<file path="src/rtl/to_lower_stream.sv">
// Streaming ASCII upper-to-lower converter feeding a small output FIFO.
// Optional statistics counters are built only when TO_LOWER_STATS_EN is defined.
module to_lower_stream #(
  parameter int DEPTH = 4,
  parameter int AW    = 2,
  parameter int CNT_W = 16
) (
  input  logic             clk,
  input  logic             rst_n,
  input  logic             conv_en,
  input  logic             in_valid,
  output logic             in_ready,
  input  logic [7:0]       in_data,
  output logic             out_valid,
  input  logic             out_ready,
  output logic [7:0]       out_data,
  output logic [AW:0]      level,
  output logic [CNT_W-1:0] conv_cnt,
  output logic [CNT_W-1:0] byte_cnt
);

  // Handshake: a byte moves only in a cycle where valid and ready are both 1;
  // valid never waits on ready, and ready/valid here depend only on registered level.
  logic [7:0]    mem [DEPTH];
  logic [AW-1:0] wr_ptr, rd_ptr, rd_ptr_n;
  logic [AW:0]   level_n;
  logic [7:0]    head_q, head_src, wdata;
  logic          push, pop, is_conv;

  assign in_ready  = (level != (AW+1)'(DEPTH));
  assign out_valid = (level != '0);
  assign out_data  = head_q;
  assign push      = in_valid & in_ready;
  assign pop       = out_valid & out_ready;

  assign is_conv = conv_en && (in_data >= 8'h41) && (in_data <= 8'h5A);
  assign wdata   = is_conv ? (in_data | 8'h20) : in_data;

  always_comb begin
    rd_ptr_n = rd_ptr;
    level_n  = level;
    if (pop) rd_ptr_n = rd_ptr + AW'(1);
    if (push && !pop) level_n = level + (AW+1)'(1);
    else if (!push && pop) level_n = level - (AW+1)'(1);
  end

  // The next head may be the byte being written this very cycle (empty, or one left and popped).
  assign head_src = (push && (wr_ptr == rd_ptr_n)) ? wdata : mem[rd_ptr_n];

  always_ff @(posedge clk) begin
    if (push) mem[wr_ptr] <= wdata;
  end

  always_ff @(posedge clk or negedge rst_n) begin
    if (!rst_n) begin
      wr_ptr <= '0;
      rd_ptr <= '0;
      level  <= '0;
      head_q <= 8'h00;
    end else begin
      if (push) wr_ptr <= wr_ptr + AW'(1);
      rd_ptr <= rd_ptr_n;
      level  <= level_n;
      if (level_n != '0) head_q <= head_src;
    end
  end

`ifdef TO_LOWER_STATS_EN
  logic [CNT_W-1:0] conv_q, byte_q;

  always_ff @(posedge clk or negedge rst_n) begin
    if (!rst_n) begin
      conv_q <= '0;
      byte_q <= '0;
    end else begin
      if (push && (byte_q != '1)) byte_q <= byte_q + CNT_W'(1);
      if (push && is_conv && (conv_q != '1)) conv_q <= conv_q + CNT_W'(1);
    end
  end

  assign conv_cnt = conv_q;
  assign byte_cnt = byte_q;
`else
  assign conv_cnt = '0;
  assign byte_cnt = '0;
`endif

endmodule

</file>
<file path="config.mk">
export PLATFORM = sky130hd
export DESIGN_NAME = to_lower_stream
export DESIGN_NICKNAME = d
export VERILOG_FILES = /design/src/rtl/to_lower_stream.sv
export SDC_FILE = /design/constraint.sdc
export NUM_CORES = 1
export LEC_CHECK = 0
export CORE_UTILIZATION = 40
export CTS_CLUSTER_DIAMETER = 100
export DETAILED_ROUTE_END_ITERATION = 7
export SLEW_MARGIN = 20
export SYNTH_ARGS = -nofsm -noshare
export SYNTH_HDL_FRONTEND = slang
export SYNTH_SLANG_ARGS = --single-unit
</file>
<file path="constraint.sdc">
create_clock -name clk -period 3.4 [get_ports clk]
set_input_delay 0.68 -clock clk [delete_from_list [all_inputs] [get_ports clk]]
set_output_delay 0.68 -clock clk [all_outputs]
set_load 0.1 [all_outputs]
</file>
; Word level (Yosys, flattened, before mapping)
; Memory sizes are Yosys's and may differ from the RTL's. A register that Yosys moved wholly into a read port is not among the register bits.
; Cells that the tools add are included.
[totals]
wordCells = 28
input_bits = 13
output_inout_bits = 45
regBits = 7
ram_bits = 32
memories = 1
[classes]
n_bitwise = 2
mux = 6
order_cmp = 2
n_eq_ne = 1
n_reduce_logical = 9
addsub = 4
[memory_table]
columns = name, depth, word_bits, rd, rd_clocked_by_memory_dff, write_ports, line
row1 = mem, 4, 8, 1, 1, 1, 24  ; logic [7:0] mem [DEPTH];
[op_table]
columns = cell, count
row1 = 8-bit by 7-bit greater-or-equal comparator with 1-bit output (second input constant), 1
row2 = 8-bit by 7-bit less-or-equal comparator with 1-bit output (second input constant), 1
row3 = 3-bit 2-to-1 mux, 2
row4 = 6-bit 2-to-1 mux, 1
row5 = 3-bit nonzero test, 2
row6 = 2-bit by 1-bit adder with 2-bit output (second input constant), 2
row7 = 1-bit logical AND, 4
row8 = 3-bit by 1-bit adder with 3-bit output (second input constant), 1
row9 = 1-bit zero test, 3
row10 = 3-bit inequality test (second input constant), 1
row11 = 3-bit by 1-bit subtractor with 3-bit output (second input constant), 1
row12 = 1-bit bitwise AND, 2
row13 = 1-bit 2-to-1 mux, 2
row14 = 2-bit 2-to-1 mux, 1

; Logic depth before layout (Yosys ltp)
; Gate-level depths: netlist (run 1).
[depth]
ltp_word = 7
mapped_depth = 11
mapped_depth_nobuf = 8

; Worst setup path after synthesis (run 1)
; No wires, ideal clock.
[synth_timing]
path_kind = register to register
from = register level[0]
to = register head_q[4] (netlist: out_data[4]), read port of mem
t_required_ns = 3.331
period_less_slack_ns = 3.825
path_slack_ns = -0.425
path_buffers = 3
setup_time_ns = 0.069
t_arrival_ns = 3.756
path_stages_with_launch = 12
cell_sequence = dfrtp_1 inv_1 ha_1 buf_4 nor2b_4 inv_2 buf_2 buf_1 and3_1 a211oi_1 o41ai_1 mux2_2
[synth_via]
elab_cells_between_ends = 14
cone_classes = 2 x add/sub / 1 x eq/ne / 3 x mux / 2 x bitwise / 6 x reduce/logical
[synth_lines]
columns = item, line
row1 = from (decl), 17  ; output logic [AW:0] level,
row2 = from (signal assigned), 63  ; level <= level_n;
row3 = 3-bit nonzero test (*), 31  ; assign out_valid = (level != '0);
row4 = named net out_valid, 14  ; output logic out_valid,
row5 = 1-bit bitwise AND (*), 34  ; assign pop = out_valid & out_ready;
row6 = 1-bit logical AND or 1-bit zero test (tied branches), "44, 43"
row7 = 3-bit 2-to-1 mux or 1-bit logical AND (tied branches), "44, 43"
row8 = 3-bit 2-to-1 mux, 43  ; if (push && !pop) level_n = level + (AW+1)'(1);
row9 = 3-bit nonzero test, 64  ; if (level_n != '0) head_q <= head_src;
row10 = to (decl), 27  ; logic [7:0] head_q, head_src, wdata;
; Mark *: on every way through the listed nets, which the timed path passes. The rest lies on a longest branch.
; A chain may end at the register's enable or synchronous reset.

; Worst setup path after layout (run 1)
[layout_timing]
from = register level[0]
to = output out_valid
[layout_via]
elab_chain_cells = 1
[layout_lines]
columns = item, line
row1 = 3-bit nonzero test, 31
row2 = to (decl), 14
; No other way between the ends.

==> out/metrics.csv, run 1 <==
metric;value;unit
status;completed;
crit_type;register to output port;
seq_area_frac_synth;45.3;%
viasPerCell;5.50;
clockRootBuffer;clkbuf_8;
core.rowCount;30;
syn-cell-area;2950;um^2
synth_edf_count;32;
max_freq;349;MHz
cp-end-kind;output port;
multi_input_area;1340;um^2
syn2layout_area_growth;7.89;%
hp-class;register to register;
regToRegSetupSlack;540;ps
crit_path_top_delay_cell;dfrtp_2;
worst_slew_pin_slew;959;ps
setup_tns;0;ps
grt_usage;17.2;%
cap_violations;0;
drtPass1Iterations;4;
worst-path-buf-inv;4;
met2_length;2.77;mm
synth.avg_cell_area;10.7;um^2
rsz0062_at_grt;false;
post-route-min-period;2860;ps
insertion_delay;290;ps
cp_common_cell;buf_4;
grt_pass1_wl;10.0;mm
min_from;out_data[6];
worst_ir_drop_vdd;0.320;mV
port_buffers;25;
drt-met1-wl;2.96;mm
ys_warn_count;0;
critPathTopFamily;buffers and inverters;
ios;58;
grt_pass1_vias;1883;
relSlewSlack;35.9;%
power_density;1030;nW/um^2
die_y;87.9;um
wl;6.24;mm
grt_antenna_before_repair;0;
numCtsBuffers;5;
vias;2122;
post_cts_buffers;0;
ys.flop_type;edfxtp_1;
drc;0;
synth_cells;275;
clk_pin_slew;90;ps
cts_sinks;47;
hold_viol_final;0;
r2r-start;level[0];
gp_congestion;0.809;
nNetsFinal;309;
drt-initial-drc-count;202;
grt_max_degree;34;
start_kind;register;
postCtsResizedCells;0;
drive_above_1_share;12.1;%
coreArea;6940;um^2
cp_max_fo;26;
clock_path_buffers;2;
start_util;42.5;%
p_leak;1.18;nW
hold-path-endpoint;out_data[6];
fill_cells;641;
clock_skew;6.75;ps
wire_per_inst;16.2;um
whs;500;ps
overflow;0;
cts_hold_buf;0;
reg2reg_depth;8;
dieWidth;87.9;um
whs_path_depth;1;
drv_slew;0;
arrival;2180;ps
synth_cell_type_count;51;
cp.required;2720;ps
cts-htree-levels;2;
wl_met3;481;um
setup_viol;0;
synth_seq_cells;47;
tritoncts;yes;
seqCellArea;1340;um^2
cp_cell_sequence;inv_1 -> ha_1 -> nor2b_4 -> inv_2 -> buf_4 -> buf_4;
ant_nets;0;
crit_path_max_incr_delay;400;ps
r2r_end;out_data[0];
routed.top_layer;met4;
period_share;84.2;%
insertedDiodeCount;0;
synthArstFlopShare;31.9;%
mostFrequentLayoutCells;conb_1 (32), edfxtp_1 (32), a211oi_1 (28);
dp_hpwl;4.47;mm
fp.dieArea;7720;um^2
[where the power goes]
part	leakage (nW)	internal, mW	switching (mW)	total, mW
registers	0.468	0.799	0.138	0.937
logic	0.674	0.580	1.43	2.01
clock network	0.0403	0.141	0.179	0.320
[synthesized netlist by cell type (all sizes together) (3+ instances only)]
cell,count,area (um^2)
a211o,6,52.6
o31ai,7,52.6
edfxtp,32,961
xnor2,5,43.8
a211oi,28,210
a31oi,3,18.8
or4,12,90.1
o2111ai,6,52.6
o21ai,7,35.0
nand2,11,41.3
buf,48,334
dfrtp,15,375
nor2,3,11.3
mux2,7,78.8
and3,8,50.1
inv,6,22.5
ha,7,87.6
clkbuf,9,33.8
nand2b,3,21.3
and2,4,25.0
nor4,16,100
o41ai,6,52.6
[final cells by class]
cell class | instances | area share (%)
clock buffers | 6 | 2.28
clock inverters | 2 | 0.236
inverters | 6 | 0.708
multi-input cells | 196 | 42.1
flip-flops and latches | 47 | 42.0
well taps | 96 | 3.77
repair buffers | 33 | 8.88
[through the flow]
step                util, %  total power [mW]  cell area, um^2  instances  setup slack (ps)
finish                 45.8              3.27             3180        386               537
global route           45.8              3.47             3180        386               264
CTS                    45.8              3.27             3180        386               527
detailed placement     44.7              2.95             3100        378               341
global placement       44.7              2.94             3100        378               414
floorplan                 -              2.60             3080        306              39.0
[state kept, by name (all words and copies together), names as in the netlist]
name,cells
mem,32
out_data,8
level,3
rd_ptr,2
wr_ptr,2
[worst max-delay path by stage]
stage,from,to,slack [ps],depth (start not counted)
after floorplan,level[1],out_data[4],40,11
after global placement,in_valid,out_data[3],410,6
after detailed placement,out_ready,out_data[5],340,6
after CTS,level[0],out_valid,530,6
after global routing,level[0],out_data[0],260,8
final,level[0],out_valid,540,6
[logic make-up (layout without fill, tap and decap cells)]
family,after synthesis,in the layout,synth area share (%)
AOI/OAI and AO/OA,73,73,18.7
adders and majority gates,7,7,2.97
muxes,8,8,3.01
buffers and inverters,63,47,13.2
DFF,47,47,45.3
other,1,32,0.127
xor gates and xnor gates,6,6,1.78
and+or+nand+nor,70,70,14.9
[layer usage]
| layer | track usage (%) | vias to the layer above |
|---|---|---|
| met5 | 0 | - |
| met4 | 4.02 | 0 |
| met3 | 3.77 | 2 |
| met2 | 26.1 | 86 |
| met1 | 24.9 | 1003 |
| li1 | - | 1031 |
(Power assumes the default switching activity.)
==> run 2, diff against run 1 <==
Settings changed: PLACE_DENSITY set to 0.67.
Clock period 3.4 ns to 2.35 ns, I/O delays scaled along.
==> run 2 against run 1 <==
The run now ends with setup timing left; power grew 89%; hold slack got worse by 22 ps; flip-flop and latch count is the same; non-clock buffer count rose by 48; clock-buffer cell count decreased by 1; design area is 23% higher; cell count increased by 13%; utilization up 11 points; critical endpoint is now out_data[6]; highest routed layer unchanged.
==> out/metrics.csv, run 2 (same netlist as run 1, synthesis figures left out) <==
metric;value;unit;change
hold_viol_final;0;;unchanged
cts_hold_buf;0;;unchanged
p_int;3.17;mW;+110%
cts_sinks;47;;unchanged
drive_above_1_share;35.7;%;+24 points
rsz0062_at_grt;true;;
regToRegSetupSlack;-20;ps;-560 ps
mostFrequentLayoutCells;buf_4 (58), conb_1 (32), edfxtp_1 (32);;
cp_common_cell;buf_12;;
viasPerCell;5.79;;+5.4%
crit_type;register to register;;
crit_path_top_delay_cell;or4_1;;
ios;58;;unchanged
pwr-share-comb;67.9;%;+6.4 points
grt_max_degree;21;;-38%
syn2layout_area_growth;33.1;%;
overflow;0;;unchanged
tritoncts;yes;;
clockRootBuffer;clkbuf_8;;
grt_pass1_vias;2156;;+14%
cap_violations;0;;unchanged
reg2reg_depth;10;;+2
wire_per_inst;17.7;um;+9.6%
cp-end-kind;register;;
clock_path_buffers;2;;unchanged
clock_skew;7.44;ps;+0.691 ps
largest-register;mem;;
port_buffers;25;;unchanged
max_freq;422;MHz;
status;complete, but fails checks;;
setup_tns;-18.8;ps;-18.8 ps
p_leak;1.53;nW;+30%
worst_slack;-18.8;ps;-556 ps
period_share;101;%;
die_y;87.9;um;unchanged
clkPwrFrac;9.7;%;about the same
ant_nets;0;;unchanged
layout_commonest_cell;buf_4;;
dp_worst_setup_slack;-340;ps;-681 ps
worst_ir_drop_vdd;0.458;mV;+43%
grt_usage;19.4;%;+2.2 points
vias;2520;;+19%
clk_pin_slew;90;ps;about the same
grt_pass1_wl;11.3;mm;+13%
dp_hpwl;5.14;mm;+15%
seq_power_share;22.3;%;-6.4 points
wl;7.70;mm;+24%
fp.dieArea;7720;um^2;unchanged
switchingPower;3.00;mW;+72%
insertion_delay;300;ps;about the same
sw_frac_of_total;48.6;%;-4.9 points
setup_viol;1;;+1
r2r_end;out_data[6];;
post-route-min-period;2370;ps;
insertedDiodeCount;0;;unchanged
power_density;1570;nW/um^2;+53%
drc;0;;unchanged
largest_reg_flops;32;;unchanged
cp_cell_sequence;inv_4 -> ha_4 -> nor2b_4 -> buf_12 -> inv_12 -> buf_12 -> a211oi_1 -> or4_1 -> o41ai_2 -> mux2_4;;
cts-htree-levels;2;;unchanged
r2r-start;level[1];;
dieWidth;87.9;um;unchanged
arrival;2620;ps;+440 ps
violations;setup timing;;
fill_cells;567;;-12%
crit_path_max_incr_delay;570;ps;+170 ps
start_util;42.5;%;unchanged
numCtsBuffers;5;;unchanged
coreArea;6940;um^2;unchanged
cp.required;2600;ps;-120 ps
drv_slew;0;;unchanged
nNetsFinal;358;;+16%
hp-class;primary input to asynchronous set/reset pin;;
drt-initial-drc-count;490;;+140%
drtPass1Iterations;5;;+1
start_kind;register;;
gp_congestion;0.884;;+9.3%
cp_max_fo;8;;-69%
core.rowCount;30;;unchanged
grt_antenna_before_repair;0;;unchanged
[run 2: how the worst max path moves through the flow]
stage / start / end / slack, ps / cells after the start
3_3_place_gp: out_ready / out_data[2] / -260 / 6
6_report: level[1] / out_data[6] / -20 / 10
3_5_place_dp: out_ready / out_data[3] / -340 / 7
5_1_grt: level[1] / out_data[6] / -110 / 10
2_1_floorplan: level[1] / out_data[5] / -180 / 11
4_1_cts: level[0] / out_data[1] / -10 / 10
[run 2: routing by layer]
metal	global-route usage [%]	part of all wire, %	vias up
met1	28.1	45	1190
met4	6.41	1.9	0
met2	29.6	45	169
met5	0	0	-
met3	2.83	7.9	26
li1	-	-	1135
[run 2: power groups by stage]
stage               combinational [mW]  clock, mW  sequential [mW]
floorplan                         1.88          0             1.97
global placement                  3.26          0             1.38
detailed placement                3.32          0             1.38
CTS                               3.81      0.607             1.37
global route                      4.39      0.637             1.40
finish                            4.19      0.601             1.38
[run 2: layout make-up]
cell class | instances | area, um^2 | share of cell area (%)
clock buffer | 5 | 68.8 | 1.75
clock inverter | 3 | 42.5 | 1.08
inverter | 6 | 40.0 | 1.02
multi-input combinational | 197 | 1550 | 39.4
sequential | 47 | 1350 | 34.3
tap | 96 | 120 | 3.06
timing repair buffer | 81 | 764 | 19.5
[run 2: repair_timing]
action                                  CTS  global route
resized for setup                        20            24
endpoints found under the setup margin    7             9
pin swaps                                12            12
cloned                                    2             1
buffers inserted                          6             7
[run 2: critical path: cells and delay by family, from the launching register on]
kind / cells / cell delay (ps)
flip-flops: 1 / 430
buffers and inverters: 4 / 360
AO/OA/AOI/OAI: 2 / 470
adder cells (fa/ha/maj): 1 / 150
AND/OR/NAND/NOR: 2 / 700
multiplexers: 1 / 200
[run 2: per-stage QoR]
stage | hold WS (ps) | utilization (%) | instance area (um^2) | instances | power [mW]
finish | 478 | 56.5 | 3930 | 435 | 6.17
global route | 509 | 56.5 | 3930 | 435 | 6.43
CTS | 479 | 54.4 | 3780 | 429 | 5.78
detailed placement | 483 | 49.6 | 3440 | 413 | 4.70
global placement | 486 | 49.6 | 3440 | 413 | 4.64
floorplan | 174 | - | 3120 | 306 | 3.85
==> run 3, diff against run 2 <==
Settings changed: ABC_AREA set to 1, PLACE_DENSITY 0.67 to 0.69.
==> run 3 against run 2 <==
Critical path type unchanged; clock-buffer cell count is the same; sequential share of layout area grew 11 points; critical path depth increased by 1; synthesized cell count decreased by 0.36%; fmax is 12% higher; utilization down 7.4 points; cell count fell by 11%; setup slack better by 250 ps; first-iteration DRC count shrank 83%; via count down 28%; design area down 25%; the flow now finishes without violations.
==> out/metrics.csv, run 3 <==
metric;value;unit;change
status;completed;;
viasPerCell;4.69;;-19%
synthArstFlopShare;31.9;%;unchanged
cp.required;2550;ps;-50 ps
wl;4.74;mm;-39%
rsz0062_at_grt;false;;
relSlewSlack;54.5;%;
worst_slew_pin_slew;680;ps;
grt_pass1_vias;1679;;-22%
cap_violations;0;;unchanged
crit_start;level[0];;
cp_max_fo;9;;+1
cp-end-kind;register;;
grt_usage;16.5;%;-2.9 points
cts-htree-levels;2;;unchanged
synth_largest_area_cell;edfxtp_1;;
cp.depth;11;;+1
cp_common_cell;nand2_1;;
yosys-top-cells-count;nand2_1 (83), nand3_1 (51), buf_4 (32), edfxtp_1 (32), inv_1 (21);;
grt_pass1_wl;8.15;mm;-28%
overflow;0;;unchanged
hp-class;register to register;;
drt-initial-drc-count;84;;-83%
numCtsBuffers;5;;unchanged
drtPass1Iterations;4;;-1
reg2reg_depth;11;;+1
start_kind;register;;
gp_congestion;0.773;;-13%
r2r-start;level[0];;
whs_path_depth;2;;
seqCellArea;1350;um^2;unchanged
seq_area_frac_synth;52.9;%;+7.6 points
clockRootBuffer;clkbuf_8;;
critPathTopFamily;simple AND/OR/NAND/NOR gates;;
clock_skew;6.65;ps;-0.791 ps
drt-met1-wl;2.19;mm;-37%
fill_cells;556;;-1.9%
postCtsResizedCells;0;;-100%
cts_hold_buf;0;;unchanged
die_y;81.5;um;-7.3%
syn-cell-area;2530;um^2;-14%
worst-path-buf-inv;1;;-3
dieWidth;81.5;um;-7.3%
drv_slew;0;;unchanged
synth.top_cell.area_share;38.0;%;+5.4 points
clock_path_buffers;2;;unchanged
crit_path_max_incr_delay;500;ps;-70 ps
mostFrequentLayoutCells;nand2_1 (83), nand3_1 (51), conb_1 (32), edfxtp_1 (32), inv_1 (21);;
largest_reg_flops;32;;unchanged
drc;0;;unchanged
grt_antenna_before_repair;0;;unchanged
routed.top_layer;met4;;
ys_warn_count;0;;unchanged
crit_path_top_delay_cell;dfrtp_4;;
start_util;42.2;%;-0.30 points
grt_max_degree;17;;-19%
ys.flop_type;edfxtp_1;;
wire_per_inst;12.3;um;-31%
synth_seq_cells;47;;unchanged
largest-register;mem;;
insertion_delay;300;ps;about the same
arrival;2320;ps;-300 ps
setup_viol;0;;-1
period_share;90.0;%;-11 points
coreArea;5990;um^2;-14%
post_cts_buffers;0;;-6
ios;58;;unchanged
met2_length;2.19;mm;-37%
crit_type;register to register;;
drive_above_1_share;15.5;%;-20 points
cts_sinks;47;;unchanged
tritoncts;yes;;
cp_cell_sequence;inv_1 -> ha_1 -> nand2_4 -> nand3_4 -> nand2_1 -> nand2_1 -> nand3_1 -> nand2_1 -> nand2_1 -> nand3_1 -> nand2_1;;
ant_nets;0;;unchanged
min_from;out_data[3];;
ys_top_cells_by_area;edfxtp_1 (38%), dfrtp_1 (15%), nand2_1 (12%), nand3_1 (10%), buf_4 (9.5%);;
core.rowCount;28;;-6.7%
insertedDiodeCount;0;;unchanged
layout_commonest_cell;nand2_1;;
port_buffers;25;;unchanged
vias;1806;;-28%
syn2layout_area_growth;16.4;%;
post-route-min-period;2110;ps;-254 ps
synth_cells;274;;-0.36%
setup_tns;0;ps;+18.8 ps
synth_cell_type_count;25;;-51%
synth_edf_count;32;;unchanged
hold_viol_final;0;;unchanged
yosysMostFrequentCell;nand2_1;;
dp_hpwl;3.54;mm;-31%
wl_met3;342;um;-44%
synth.avg_cell_area;9.22;um^2;-14%
fp.dieArea;6640;um^2;-14%
multi_input_area;973;um^2;-37%
clk_pin_slew;90;ps;about the same
nNetsFinal;329;;-8.1%
max_freq;473;MHz;+12%
==> run 3: cells by family (layout without fill, tap and decap cells) <==
kind of cell,after synthesis,in the layout,share of synthesized area [%]
other,1,32,0.148
AO/OA/AOI/OAI,3,3,0.891
flip-flops,47,47,52.9
buffers and inverters,60,65,13.8
adder cells (fa/ha/maj),7,7,3.47
AND/OR/NAND/NOR,155,155,28.5
XOR/XNOR,1,1,0.347
==> run 3: per-layer routing <==
metal	vias to the layer above	track usage, %
met5	-	0
met4	0	3.93
met3	2	4.00
met2	84	26.3
met1	818	22.6
li1	902	-
==> run 3: worst paths after layout <==
check | endpoint | slack, ps
hold / removal | out_data[3] | 490
setup reg to reg | out_data[2] | 240
setup / recovery | out_data[2] | 240
hold reg to reg | out_data[3] | 490
max in group asynchronous | level[0] | 1280
min in group asynchronous | rd_ptr[0] | 570
==> run 3: tightest hold or removal path: stages, from the launching register on <==
cell	delay [ps]
dfrtp_1	360
nand2_1	50
nand2_1	50
==> run 3: per-stage QoR <==
| step | cell area, um^2 | setup slack, ps | util, % | instances | hold WS [ps] |
|---|---|---|---|---|---|
| floorplan | 2670 | 34.6 | - | 305 | 174 |
| global placement | 2800 | 168 | 46.8 | 377 | 467 |
| detailed placement | 2800 | 135 | 46.8 | 377 | 471 |
| CTS | 2940 | 218 | 49.1 | 385 | 495 |
| global route | 2940 | 2.85 | 49.1 | 385 | 516 |
| finish | 2940 | 235 | 49.1 | 385 | 490 |
==> run 3: layout make-up <==
cell class                 count  area share [%]
clock buffer                   5            2.34
multi-input combinational    198            33.1
tap                           75            3.19
sequential                    47            45.7
inverter                      25            3.23
timing repair buffer          32            10.0
clock inverter                 3            2.42
Power of run 3 is left out: the tool's default activity adds up to more than one toggle a clock period on the data nets, which glitch-free logic cannot reach.
